### src/rtl/dma_desc_scheduler.sv
// dma_desc_scheduler
//   Arbitrates DMA descriptors from one demand-miss source and NUM_PF
//   prefetch cores onto a single registered DMA descriptor slot. Demand has
//   priority. Prefetch cores share the remaining bandwidth round-robin, with
//   a starvation guard that forces one prefetch grant after STARVE_LIMIT
//   consecutive demand grants. An in-flight credit counter keeps
//   DEMAND_RESERVE slots for demand only. Completions are reported by
//   cpl_valid pulses.
//
// Ports
//   clk, rst_n             clock, asynchronous active-low reset
//   dem_valid/ready/desc   demand descriptor handshake
//   pf_valid/ready/desc    per-core prefetch handshake, core i at
//                          pf_desc[i*DESC_WIDTH +: DESC_WIDTH]
//   pf_enable              global prefetch throttle (0 = no prefetch grants)
//   out_valid/ready/desc   registered descriptor towards the DMA engine
//   out_src                0 = demand, i+1 = prefetch core i
//   cpl_valid              one pulse per completed transfer
//   inflight_cnt           outstanding descriptors, including the slot
//   err_underflow          sticky: completion seen with no outstanding work
module dma_desc_scheduler #(
  parameter int DESC_WIDTH     = 128,
  parameter int NUM_PF         = 4,
  parameter int MAX_INFLIGHT   = 8,
  parameter int DEMAND_RESERVE = 2,
  parameter int STARVE_LIMIT   = 15,
  parameter int CNT_WIDTH      = 8
) (
  input  logic                         clk,
  input  logic                         rst_n,
  input  logic                         dem_valid,
  output logic                         dem_ready,
  input  logic [DESC_WIDTH-1:0]        dem_desc,
  input  logic [NUM_PF-1:0]            pf_valid,
  output logic [NUM_PF-1:0]            pf_ready,
  input  logic [NUM_PF*DESC_WIDTH-1:0] pf_desc,
  input  logic                         pf_enable,
  output logic                         out_valid,
  input  logic                         out_ready,
  output logic [DESC_WIDTH-1:0]        out_desc,
  output logic [3:0]                   out_src,
  input  logic                         cpl_valid,
  output logic [CNT_WIDTH-1:0]         inflight_cnt,
  output logic                         err_underflow
);

  localparam logic [CNT_WIDTH-1:0] MAX_C    = CNT_WIDTH'(MAX_INFLIGHT);
  localparam logic [CNT_WIDTH-1:0] PF_LIM_C = CNT_WIDTH'(MAX_INFLIGHT - DEMAND_RESERVE);
  localparam logic [7:0]           STARVE_C = 8'(STARVE_LIMIT);
  localparam logic [3:0]           NUM_PF_C = 4'(NUM_PF);

  logic                  out_valid_q, out_valid_d;
  logic [DESC_WIDTH-1:0] out_desc_q,  out_desc_d;
  logic [3:0]            out_src_q,   out_src_d;
  logic [CNT_WIDTH-1:0]  inflight_q,  inflight_d;
  logic                  err_q,       err_d;
  logic [3:0]            rr_ptr_q,    rr_ptr_d;
  logic [7:0]            starve_q,    starve_d;
  // Low while in reset and for the first edge after release, so no
  // handshake can complete before the state registers are out of reset.
  logic                  rdy_en_q,    rdy_en_d;

  logic                  slot_free_s, dem_elig_s, pf_elig_s, pf_req_s;
  logic                  force_pf_s, dem_grant_s, pf_grant_s, any_grant_s;
  logic [3:0]            pf_win_s;
  logic                  pf_found_s;
  logic [NUM_PF-1:0]     pf_ready_s;

  // Eligibility, starvation override and grant decision.
  always_comb begin
    slot_free_s = !out_valid_q || out_ready;
    dem_elig_s  = rdy_en_q && slot_free_s && (inflight_q < MAX_C);
    pf_elig_s   = rdy_en_q && slot_free_s && pf_enable && (inflight_q < PF_LIM_C);
    pf_req_s    = pf_elig_s && (|pf_valid);
    force_pf_s  = (starve_q == STARVE_C) && pf_req_s;
    dem_grant_s = dem_valid && dem_elig_s && !force_pf_s;
    pf_grant_s  = !dem_grant_s && pf_req_s;
    any_grant_s = dem_grant_s || pf_grant_s;
  end

  // Round-robin search: first valid core at or after rr_ptr, with wrap.
  always_comb begin
    int idx;
    idx        = 0;
    pf_win_s   = 4'd0;
    pf_found_s = 1'b0;
    for (int k = 0; k < NUM_PF; k++) begin
      idx = int'(rr_ptr_q) + k;
      if (idx >= NUM_PF) begin
        idx = idx - NUM_PF;
      end else begin
        idx = idx;
      end
      if (!pf_found_s && pf_valid[idx]) begin
        pf_found_s = 1'b1;
        pf_win_s   = 4'(idx);
      end else begin
        pf_found_s = pf_found_s;
      end
    end
  end

  // One-hot prefetch ready for the winner, only when demand does not win.
  always_comb begin
    pf_ready_s = '0;
    for (int i = 0; i < NUM_PF; i++) begin
      pf_ready_s[i] = pf_grant_s && (pf_win_s == 4'(i));
    end
  end

  // Next state of the output slot, credits and arbitration state.
  always_comb begin
    out_valid_d = out_valid_q;
    out_desc_d  = out_desc_q;
    out_src_d   = out_src_q;
    inflight_d  = inflight_q;
    err_d       = err_q;
    rr_ptr_d    = rr_ptr_q;
    starve_d    = starve_q;
    rdy_en_d    = 1'b1;

    if (dem_grant_s) begin
      out_valid_d = 1'b1;
      out_desc_d  = dem_desc;
      out_src_d   = 4'd0;
    end else if (pf_grant_s) begin
      out_valid_d = 1'b1;
      out_desc_d  = pf_desc[pf_win_s*DESC_WIDTH +: DESC_WIDTH];
      out_src_d   = pf_win_s + 4'd1;
    end else if (slot_free_s) begin
      out_valid_d = 1'b0;
    end else begin
      out_valid_d = out_valid_q;
    end

    if (pf_grant_s) begin
      rr_ptr_d = ((pf_win_s + 4'd1) == NUM_PF_C) ? 4'd0 : (pf_win_s + 4'd1);
      starve_d = 8'd0;
    end else if (dem_grant_s && pf_req_s && (starve_q != STARVE_C)) begin
      starve_d = starve_q + 8'd1;
    end else begin
      starve_d = starve_q;
    end

    // A grant and a completion in the same cycle cancel out.
    if (any_grant_s && cpl_valid) begin
      inflight_d = inflight_q;
    end else if (any_grant_s) begin
      inflight_d = inflight_q + {{(CNT_WIDTH-1){1'b0}}, 1'b1};
    end else if (cpl_valid) begin
      if (inflight_q != '0) begin
        inflight_d = inflight_q - {{(CNT_WIDTH-1){1'b0}}, 1'b1};
      end else begin
        err_d = 1'b1;
      end
    end else begin
      inflight_d = inflight_q;
    end
  end

  // State registers.
  always_ff @(posedge clk or negedge rst_n) begin
    if (!rst_n) begin
      out_valid_q <= 1'b0;
      out_desc_q  <= '0;
      out_src_q   <= 4'd0;
      inflight_q  <= '0;
      err_q       <= 1'b0;
      rr_ptr_q    <= 4'd0;
      starve_q    <= 8'd0;
      rdy_en_q    <= 1'b0;
    end else begin
      out_valid_q <= out_valid_d;
      out_desc_q  <= out_desc_d;
      out_src_q   <= out_src_d;
      inflight_q  <= inflight_d;
      err_q       <= err_d;
      rr_ptr_q    <= rr_ptr_d;
      starve_q    <= starve_d;
      rdy_en_q    <= rdy_en_d;
    end
  end

  assign dem_ready     = dem_elig_s && !force_pf_s;
  assign pf_ready      = pf_ready_s;
  assign out_valid     = out_valid_q;
  assign out_desc      = out_desc_q;
  assign out_src       = out_src_q;
  assign inflight_cnt  = inflight_q;
  assign err_underflow = err_q;

endmodule

### config.mk
export PLATFORM = sky130hd
export DESIGN_NAME = dma_desc_scheduler
export DESIGN_NICKNAME = d
export VERILOG_FILES = /design/src/rtl/dma_desc_scheduler.sv
export SDC_FILE = /design/constraint.sdc
export NUM_CORES = 1
export LEC_CHECK = 0
export CAP_MARGIN = 20
export CORE_AREA = 10 10 298 300
export DETAILED_ROUTE_END_ITERATION = 8
export DIE_AREA = 0 0 308 310
export PLACE_DENSITY = 0.56
export SYNTH_ARGS = -nofsm -noshare
export SYNTH_HDL_FRONTEND = slang
export SYNTH_SLANG_ARGS = --single-unit
### constraint.sdc
create_clock -name clk -period 7.6 [get_ports clk]
set_clock_uncertainty 0.05 [all_clocks]
set_input_delay 1.52 -clock clk [delete_from_list [all_inputs] [get_ports clk]]
set_output_delay 1.52 -clock clk [all_outputs]
set_load 0.01 [all_outputs]
[Word level (Yosys, flattened, before mapping)]
Index checks and enable logic that the tools add are counted.
Storage, ports and cells
  bits of input ports: 650
  output and inout bits: 147
  register bits after elaboration: 155
Operators by class
  equality and inequality tests: 6
  bitwise gates (word level): 3
  shift-type cells: 1
  $lt $le $gt $ge: 10
  muxes and demuxes: 36
  add/sub/neg operators: 11
  reductions and logical operators: 38
Operator list (number)
  $shiftx 512x12->128: 1
  $mux 128: 2
  $lt 32x4->1 const B: 4
  $mux 32: 4
  $mux 8: 5
  $mux 4: 7
  $logic_and 1x1->1: 20
  $sub 5x3->6 const B: 3
  $add 8x1->8 const B: 2
  $ge 5x3->1 const B: 3
  $mux 1: 14
  $add 4x2->5 const B: 2
  $bmux 1 s2: 4
  $eq 4x2->1 const B: 2
  $eq 8x4->1 const B: 1
  $lt 8x3->1 const B: 1
  $lt 8x4->1 const B: 1
  $ne 8x4->1 const B: 1
  $reduce_bool 2->1: 4
  $reduce_bool 8->1: 1
  $sub 8x1->8 const B: 1
  $logic_not 1->1: 6
  $add 4x1->5 const B: 1
  $sub 4x3->5 const B: 1
  other kinds (11): 14

[Logic depth before layout (Yosys ltp)]
Gate-level depths: netlist of run 1.
  word-level depth: 18
  mapped depth: 16
  gate-level depth less buffers: 15

[Least setup slack after synthesis of run 1]
No wires, ideal clock.
  path type: input-to-output
  start point: in pf_valid[3]
  end point: out pf_ready[0]
  path slack: 2284 ps
  required time: 6030 ps
  data arrival time: 3746 ps
  stages on the path: 8
  path buffers: 2
  cell sequence: mux4_2 -> or4b_4 -> a21oi_1 -> a211o_1 -> clkbuf_1 -> clkbuf_1 -> nor2_1 -> and3_1
Between the ends
  cells in the longest elaborated chain, start to end: 15
RTL lines
  start, declared: RTL line 34  | input logic [NUM_PF-1:0] pf_valid,
  $bmux 1 s2: RTL line 94  | if (!pf_found_s && pf_valid[idx]) begin
  $mux 1 (implied by the code) (2 in a row): RTL line 94
  $mux 1: RTL line 94
  $logic_not 1->1: RTL line 94
  $logic_and 1x1->1: RTL line 94
  $mux 1: RTL line 94
  $logic_not 1->1: RTL line 94
  $logic_and 1x1->1: RTL line 94
  $mux 1: RTL line 94
  $logic_not 1->1: RTL line 94
  $logic_and 1x1->1: RTL line 94
  $mux 4: RTL line 94
  $logic_not 4->1: RTL line 107  | pf_ready_s[i] = pf_grant_s && (pf_win_s == 4'(i));
  $logic_and 1x1->1 (*): RTL line 107
  end, declared: RTL line 35  | output logic [NUM_PF-1:0] pf_ready,
Mark *: on every way between the ends. The rest lies on a longest branch, timed or not. The select of a mux whose other input is x is not followed.

[Worst setup path after layout of run 1]
  start point: reg rr_ptr_q[0]
  end point: out pf_ready[0]
Between the ends
  cells in the longest elaborated chain, start to end: 17
RTL lines
  start, declared: RTL line 57  | logic [3:0] rr_ptr_q, rr_ptr_d;
  start signal, assigned: RTL line 178  | rr_ptr_q <= rr_ptr_d;
  parallel branches: the longest is 14 deep, another holds $sub 5x3->6
  $mux 4 (*): RTL line 94
  $logic_not 4->1 (*): RTL line 107
  $logic_and 1x1->1 (*): RTL line 107
Mark *: on every way between the ends. The select of a mux whose other input is x is not followed.

==> results of run 1 <==
metal layers:
metal | GRT usage, % | part of all wire (%)
met1 | 28.3 | 40
met5 | 0 | 0.17
met3 | 8.03 | 10
met2 | 37.8 | 47
met4 | 9.17 | 3.1
synthesized netlist by cell type, types with 3 or more instances:
cell type,count
sky130_fd_sc_hd__nor3_1,5
sky130_fd_sc_hd__a22oi_1,3
sky130_fd_sc_hd__o221a_2,128
sky130_fd_sc_hd__nand2b_1,7
sky130_fd_sc_hd__a2111oi_0,129
sky130_fd_sc_hd__nand4_1,132
sky130_fd_sc_hd__a31oi_1,4
sky130_fd_sc_hd__clkbuf_1,302
sky130_fd_sc_hd__mux2_2,7
sky130_fd_sc_hd__nand2_1,153
sky130_fd_sc_hd__a21oi_1,400
sky130_fd_sc_hd__xor2_1,4
sky130_fd_sc_hd__o31ai_1,4
sky130_fd_sc_hd__and2_1,3
sky130_fd_sc_hd__mux4_2,4
sky130_fd_sc_hd__buf_8,11
sky130_fd_sc_hd__xnor2_1,10
sky130_fd_sc_hd__dfrtp_1,155
sky130_fd_sc_hd__a21o_1,4
sky130_fd_sc_hd__and4_1,128
sky130_fd_sc_hd__inv_1,142
sky130_fd_sc_hd__buf_2,17
sky130_fd_sc_hd__and3_1,138
sky130_fd_sc_hd__ha_1,26
sky130_fd_sc_hd__a22o_1,129
sky130_fd_sc_hd__o21ai_1,6
sky130_fd_sc_hd__or4_1,131
sky130_fd_sc_hd__o21ai_0,137
sky130_fd_sc_hd__mux2i_1,5
sky130_fd_sc_hd__nor2_1,142
sky130_fd_sc_hd__o21bai_1,4
registers in the layout, summed over array words and instances, names as in the netlist:
| register | count |
|---|---|
| rdy_en_q | 1 |
| rr_ptr_q | 4 |
| inflight_cnt | 8 |
| out_src | 4 |
| out_valid | 1 |
| starve_q | 8 |
| out_desc | 128 |
| err_underflow | 1 |
power by group through the flow:
stage | logic (uW) | clock network (uW) | registers, uW
final | 9160 | 969 | 1480
after global routing | 9790 | 1020 | 1520
after CTS | 9080 | 994 | 1480
after detailed placement | 9060 | 0 | 1490
after global placement | 9030 | 0 | 1480
after floorplan | 5530 | 0 | 1560
per-stage QoR:
stage | instance area, sq um | setup slack (ps) | instances | utilization, %
finish | 27400 | 734 | 4160 | 33.0
global route | 27400 | 530 | 4147 | 33.0
CTS | 27300 | 720 | 4118 | 32.9
detailed placement | 26700 | 857 | 4087 | 32.2
global placement | 26700 | 901 | 4087 | 32.2
floorplan | 18300 | 2280 | 2503 | -
logic make-up after synthesis:
family                     count (synthesis)  share of synthesized area [%]
other                                      1                         0.0205
DFF                                      155                           21.2
muxes                                     16                           1.20
adders and majority gates                 27                           1.89
and+or+nand+nor                          850                           27.7
buffers and inverters                    478                           10.7
AOI/OAI and AO/OA                        962                           36.6
xor gates and xnor gates                  14                          0.670
cell type report:
cell class	count	area (sq um)	area share, %
diodes	42	105	0.384
clock buffers	17	425	1.55
clock inverters	14	161	0.589
inverters	144	548	2.00
multi-input cells	1870	12600	45.9
flip-flops and latches	155	3880	14.2
well taps	1080	1350	4.93
repair buffers	838	8330	30.4
worst reg2reg max path, delay by kind of cell, from the launching register on:
kind                       cells  cell delay (ps)
and+or+nand+nor                2              830
DFF                            1              830
adders and majority gates      1              590
AOI/OAI and AO/OA              4             1090
buffers and inverters          3             1780
muxes                          1              640
placed cells by master (no fill, tap or decap), types with 3 or more instances in the layout:
cell type                         Yosys  final
sky130_fd_sc_hd__a21oi_1            400    398
sky130_fd_sc_hd__a21o_1               4      4
sky130_fd_sc_hd__a2111oi_0          129    129
sky130_fd_sc_hd__or4_1              131    131
sky130_fd_sc_hd__inv_6                0      5
sky130_fd_sc_hd__o21bai_1             4      3
sky130_fd_sc_hd__nand4_1            132    132
sky130_fd_sc_hd__a22oi_1              3      3
sky130_fd_sc_hd__and3_1             138    137
sky130_fd_sc_hd__inv_1              142    142
sky130_fd_sc_hd__o21ai_1              6      6
sky130_fd_sc_hd__diode_2              0     42
sky130_fd_sc_hd__clkinvlp_4           0      4
sky130_fd_sc_hd__buf_4                1     38
sky130_fd_sc_hd__a31oi_1              4      4
sky130_fd_sc_hd__and4_1             128    128
sky130_fd_sc_hd__clkbuf_16            0     17
sky130_fd_sc_hd__mux2_2               7      6
sky130_fd_sc_hd__nand2_1            153    152
sky130_fd_sc_hd__o21ai_0            137    136
sky130_fd_sc_hd__ha_1                26     26
sky130_fd_sc_hd__mux4_2               4      4
sky130_fd_sc_hd__buf_12               0      4
sky130_fd_sc_hd__mux2i_1              5      5
sky130_fd_sc_hd__xor2_1               4      4
sky130_fd_sc_hd__dfrtp_1            155    154
sky130_fd_sc_hd__o221a_2            128    128
sky130_fd_sc_hd__nor2_1             142    141
sky130_fd_sc_hd__nor3_1               5      4
sky130_fd_sc_hd__nand2b_1             7      5
sky130_fd_sc_hd__a22o_1             129    129
sky130_fd_sc_hd__o31ai_1              4      4
sky130_fd_sc_hd__xnor2_1             10     10
sky130_fd_sc_hd__clkdlybuf4s50_1      0    795
path summary, 6_finish.rpt:
| kind | slack (ps) | cells after the start | start | endpoint |
|---|---|---|---|---|
| setup / recovery | 730 | 9 | rr_ptr_q[0]$_DFFE_PN0P_ | pf_ready[0] |
| hold / removal | 450 | 1 | starve_q[7]$_DFFE_PN0P_ | starve_q[7]$_DFFE_PN0P_ |
| setup reg to reg | 1680 | 11 | rr_ptr_q[0]$_DFFE_PN0P_ | out_desc[90]$_DFFE_PN0N_ |
| hold reg to reg | 450 | 1 | starve_q[7]$_DFFE_PN0P_ | starve_q[7]$_DFFE_PN0P_ |
| max in group asynchronous | 5060 | 2 | rst_n | out_desc[49]$_DFFE_PN0N_ |
| min in group asynchronous | 1010 | 1 | rst_n | out_desc[113]$_DFFE_PN0N_ |
==> run summary, run 1 <==
The cell with the largest stage delay on the worst path is sky130_fd_sc_hd__dfrtp_4. The category of the worst setup path launch point is a register. The tree is rooted in a sky130_fd_sc_hd__clkbuf_16. The final critical path takes up 90.3% of the cycle. After the last flow step, the layout net total stands at 3703.

The chip width is 308 um. The total negative slack came out at 0 ps. For the worst setup path, the data arrival time is 5300 ps. Counting the fill cells in the layout gives 8842. The worst setup path is captured at an output port. Max-cap violations in this run came to 0. The slew of the pin with the lowest slew margin came out at 1220 ps. The final global-route overflow total came out at 0. The worst hold-check slack is 446 ps. After synthesis, the cell types taking the most area are sky130_fd_sc_hd__dfrtp_1, sky130_fd_sc_hd__a21oi_1, sky130_fd_sc_hd__o221a_2.

Summing internal, switching and leakage power gives 11600 uW. The number of buffer and inverter stages on the critical path is 3. Per report_power, the clock group accounts for 8.3% of the total. The number of buffers added by the clock tree synthesis step is 17. The initial antenna violation count came out at 55.

The post-synth net total is 3180. The total of warnings raised by yosys is 0. The number of clock sinks is 155. The via count of the first global-routing pass is 23200. The area of the die came out at 95500 sq um.

The first-pass GRT wire length is 169000 um. After layout, the minimum clock period comes to 6870 ps. The total number of vias is 24200. The worst pin sits at a relative slew slack of 18.8%. Among the stages of the critical path, the cell type that occurs most often is sky130_fd_sc_hd__ha_1. The worst-case IR drop observed on VDD is 0.000597 V. The leakage power is 0.0105 uW. The family with the most delay on the worst path is buffers and inverters. The routed length per instance is 28.6 um. The number of setup violations in the final report came out at 0.

For this run, the top clock speed supported by timing is 146 MHz. The critical path start-end classification is register to output port. The I/O pin count came out at 797. On the worst path, the slowest cell contributes a delay of 830 ps. The estimated wirelength of the detail-placed design is 80700 um. The source-to-sink clock delay at the later pin of the worst-skew pair is 500 ps. The combinational cell fraction of total power is 78.9%. The layout-stage area growth over the synthesis result came out at 49.7%. The core region is 82900 sq um.

The clock transition at the registers of the reported paths is 80 ps. The clock tree from TritonCTS is done. Of all nets on the critical path, the largest fanout is 59. The placer's final routability congestion estimate came out at 0.883. The number of distinct standard cells referenced by the synthesized netlist came out at 57. The number of gates given a new drive strength after cts is 0.

The number of slew-limit violations in the final report came out at 0. The dominant synthesized flop cell is sky130_fd_sc_hd__dfrtp_1. The number of failing hold endpoints at the final stage came out at 0. Counting along the longest clock path gives a buffer depth of 2. The run finished with clean final reports. For this design the ratio of total power to cell area is 424 nW/um^2. The post-CTS setup buffer count came out at 0. The share of final-layout standard cells stronger than drive strength 1 is 7.74%.

The vertical die dimension came out at 310 um. The signal on the critical path passes through inv_6, ha_1, mux4_2, or4b_4, o2111ai_4, inv_4, ha_1, and3_1, clkdlybuf4s50_1. Sequential cells burn 12.8% of the power. The detailed-routing iteration count for the pre-antenna-repair pass came out at 5. Setup repair after global routing left no endpoint under its margin. The switching power as a share of total power is 55.4%. The overall routed net length is 119000 um. Input and output buffers added on the ports amount to 796. The H-tree was split into 4 levels. Each instance of the synthesized netlist takes up on average 7.31 sq um. The design internal power is 5170 uW. The top-area cell type share of the netlist area is 21.2%.

The number of instances in the synthesized netlist is 2503. The combined global-route utilization of all metal layers is 23.4%. The initial core utilization is 22.1%.

The class of the tightest hold or removal check is register to register. The required arrival time at the worst endpoint came out at 6030 ps. Once detail routing completed, the nets flagged for antenna violations numbered 0. The number of standard-cell rows in the floorplan is 106. Entering global routing, the biggest net connects 166 pins. The number of hold buffers added after cts came out at 0. The number of enable-type register cells in the synthesized netlist is 0. The sequential fraction of the synthesis area came out at 21.2%. After synthesis, the share of flip-flops with an asynchronous set or reset is 100%. The first routing iteration left 2236 violations. The remaining routing DRC violations came out at 0. The cell area after technology mapping came out at 18300 sq um. The net switching power of the design is 6430 uW. Synthesis inferred 155 register bits. The post-synthesis cell type with the largest combined area is sky130_fd_sc_hd__dfrtp_1. Dividing the detail-routed via count by the number of cells gives 5.82.
(Power assumes the default switching activity.)
==> inputs of run 2 (changes only) <==
--- a/config.mk
+++ b/config.mk
@@ -9,6 +9,7 @@
 export CORE_AREA = 10 10 298 300
 export DETAILED_ROUTE_END_ITERATION = 8
 export DIE_AREA = 0 0 308 310
+export MAX_ROUTING_LAYER = met4
 export PLACE_DENSITY = 0.56
 export SYNTH_ARGS = -nofsm -noshare
 export SYNTH_HDL_FRONTEND = slang
==> run 2 against run 1 <==
Effect of this change:
- fmax increased by 0.21%
- critical path depth stayed put
- largest cell class unchanged
- wire length about the same
- register-to-register slack about the same
- highest routed layer is now met4
==> run summary, run 2 (same netlist as run 1, synthesis figures left out) <==
The share of final-layout standard cells stronger than drive strength 1 came out at 7.74% (unchanged). The area of the die came out at 95500 sq um (unchanged). The pin count of the biggest net entering global routing came out at 166 (unchanged). The number of clock sinks is 155 (unchanged). The number of flip-flops under the largest register name is 128 (unchanged).

The setup slack of the most critical reg-to-reg path is 1680 ps (about the same). The routed length per instance is 28.5 um (was 28.6 um). The final net count is 3703 (unchanged). The total number of H-tree levels is 4 (unchanged).

The leakage power was 0.0105 uW (about the same). The number of violations of the max-capacitance limit was 0 (unchanged). The launch instance of the worst min-delay path was starve_q[7]$_DFFE_PN0P_ (unchanged). The combined global-route utilization of all metal layers was 24.1% (was 23.4%). The most common library cell in the layout ignoring fill and taps is sky130_fd_sc_hd__clkdlybuf4s50_1 (unchanged). The placer's final routability congestion estimate came out at 0.897 (was 0.883). The maximum clock insertion buffer count is 2 (unchanged). The layout-stage area growth over the synthesis result is 49.9% (was 49.7%). The count of antenna-violating nets left after detailed routing is 0 (unchanged). The total placed cells including tap cells is 4087 (unchanged). The number of slew-limit violations in the final report is 0 (unchanged). The final critical path time including I/O delays and setup is 6850 ps (was 6870 ps). RSZ-0062 raised after global routing: false (unchanged). The estimated wirelength of the detail-placed design came out at 80700 um (unchanged).

The slew of the pin with the lowest slew margin came out at 1240 ps (was 1220 ps). The vertical die dimension came to 310 um (unchanged). The power density normalized to cell area came out at 423 nW/um^2 (was 424 nW/um^2). The worst hold path cell count came out at 1 (unchanged). The overall routed net length came out at 119000 um (about the same). The critical register-to-register path endpoint was out_desc[90]$_DFFE_PN0N_ (unchanged). The via count of the first global-routing pass is 23300 (was 23200). The number of gates given a new drive strength after cts is 0 (unchanged).

The total core area was 82900 sq um (unchanged). The source-to-sink clock delay at the later pin of the worst-skew pair is 510 ps (was 500 ps). The library cell used as clock root buffer is sky130_fd_sc_hd__clkbuf_16 (unchanged). The number of standard-cell rows in the floorplan came out at 106 (unchanged). The number of setup violations in the final report is 0 (unchanged). The remaining routing DRC violations came out at 0 (unchanged). The worst vdd rail ir drop came out at 0.000591 V (was 0.000597 V). The category of the worst setup path launch point is a register (unchanged). The number of failing hold endpoints at the final stage came out at 0 (unchanged). The number of cells in the finished layout apart from fillers came out at 4174 (was 4160). The first-pass GRT wire length is 168000 um (was 169000 um). The maximum fanout along the worst path is 59 (unchanged). The required arrival time at the worst endpoint is 6030 ps (about the same). The number of port buffers is 796 (unchanged). Most frequent cells in the layout: sky130_fd_sc_hd__clkdlybuf4s50_1, sky130_fd_sc_hd__a21oi_1, sky130_fd_sc_hd__dfrtp_1 (unchanged). The worst slew margin relative to its limit came out at 17.0% (was 18.8%). The average vias per placed instance is 5.80 (was 5.82). The kind of capture point of the worst setup path is an output port (unchanged).

The fraction of the cycle the final worst path needs came out at 90.2% (was 90.3%). The class of the tightest hold or removal check is register to register (unchanged). The logic depth of the worst register-to-register path is 11 (unchanged). The number of buffers added by the clock tree synthesis step came out at 17 (unchanged). The arrival time of data at the critical path endpoint is 5280 ps (was 5300 ps). The number of design-rule violations left by the first detailed-router iteration came out at 2308 (was 2236). The final global-route overflow total came to 0 (unchanged).

The initial antenna violation count came out at 56 (was 55). The post-CTS setup buffer count came to 0 (unchanged). The critical path start-end classification is register to output port (unchanged). The chip width came out at 308 um (unchanged). Outcome: finished clean (unchanged). The number of inserted filler cells in the final layout is 8844 (was 8842). The end point of the most critical hold path was starve_q[7]$_DFFE_PN0P_ (unchanged). The initial core utilization came out at 22.1% (unchanged). The number of hold buffers added after cts is 0 (unchanged).

The maximum frequency from static timing analysis is 146 MHz (about the same). The clock transition at the registers of the reported paths is 80 ps (about the same). The I/O pin count is 797 (unchanged). The clock tree from TritonCTS is done (unchanged).

The total number of vias came out at 24200 (about the same). The total negative slack is 0 ps (unchanged). The launching point of the worst reg2reg path is rr_ptr_q[0]$_DFFE_PN0P_ (unchanged). The detailed-routing iteration count for the pre-antenna-repair pass came out at 6 (was 5).
==> run 2: changes by cell type in the layout (fill, tap and decap cells not counted) <==
cell / change
sky130_fd_sc_hd__diode_2: +14
==> run 2: layout make-up <==
class / instances / area [sq um] / share of cell area, %
antenna: 56 / 140 / 0.511
clock buffer: 17 / 425 / 1.55
clock inverter: 14 / 161 / 0.589
inverter: 144 / 548 / 2.00
multi-input combinational: 1870 / 12600 / 45.9
sequential: 155 / 3880 / 14.2
tap: 1080 / 1350 / 4.93
timing repair buffer: 838 / 8330 / 30.4
==> run 2: layer usage <==
| layer | GRT usage [%] | vias to the layer above | share of wire [%] |
|---|---|---|---|
| met1 | 28.6 | 11900 | 40 |
| met4 | 8.76 | 0 | 2.6 |
| li1 | - | 10900 | - |
| met5 | - | - | 0 |
| met2 | 38.0 | 1278 | 47 |
| met3 | 7.71 | 147 | 10 |
==> run 2: critical path, stage by stage, from the launching register on <==
cell	delay [ps]
sky130_fd_sc_hd__dfrtp_4	820
sky130_fd_sc_hd__inv_6	290
sky130_fd_sc_hd__ha_1	590
sky130_fd_sc_hd__mux4_2	640
sky130_fd_sc_hd__or4b_4	580
sky130_fd_sc_hd__o2111ai_4	630
sky130_fd_sc_hd__inv_4	270
sky130_fd_sc_hd__ha_1	290
sky130_fd_sc_hd__and3_1	160
sky130_fd_sc_hd__clkdlybuf4s50_1	490
==> run 2: through the flow <==
| stage | power, uW | area, sq um | util (%) | worst slack [ps] | hold slack [ps] |
|---|---|---|---|---|---|
| floorplan | 7100 | 18300 | - | 2280 | 402 |
| global placement | 10500 | 26700 | 32.2 | 901 | 411 |
| detailed placement | 10500 | 26700 | 32.2 | 857 | 432 |
| CTS | 11500 | 27300 | 32.9 | 720 | 443 |
| global route | 12300 | 27400 | 33.0 | 540 | 458 |
| finish | 11600 | 27400 | 33.1 | 748 | 442 |
==> run 2: how the worst max path moves through the flow <==
stage | startpoint | to | slack [ps] | cells past startpoint
2_1_floorplan | pf_valid[3] | pf_ready[0] | 2280 | 8
6_report | rr_ptr_q[0]$_DFFE_PN0P_ | pf_ready[0] | 750 | 9
4_1_cts | rr_ptr_q[0]$_DFFE_PN0P_ | pf_ready[0] | 720 | 9
5_1_grt | rr_ptr_q[0]$_DFFE_PN0P_ | pf_ready[0] | 540 | 9
3_3_place_gp | pf_valid[3] | pf_ready[0] | 900 | 8
3_5_place_dp | pf_valid[3] | pf_ready[0] | 860 | 8
==> run 2: power by group <==
group	leakage [uW]	switching [uW]	total [uW]	internal, uW
Combinational	0.00827	5660	9150	3500
Sequential	0.00194	291	1480	1190
Clock	0.000277	479	969	490
Total	0.0105	6430	11600	5170
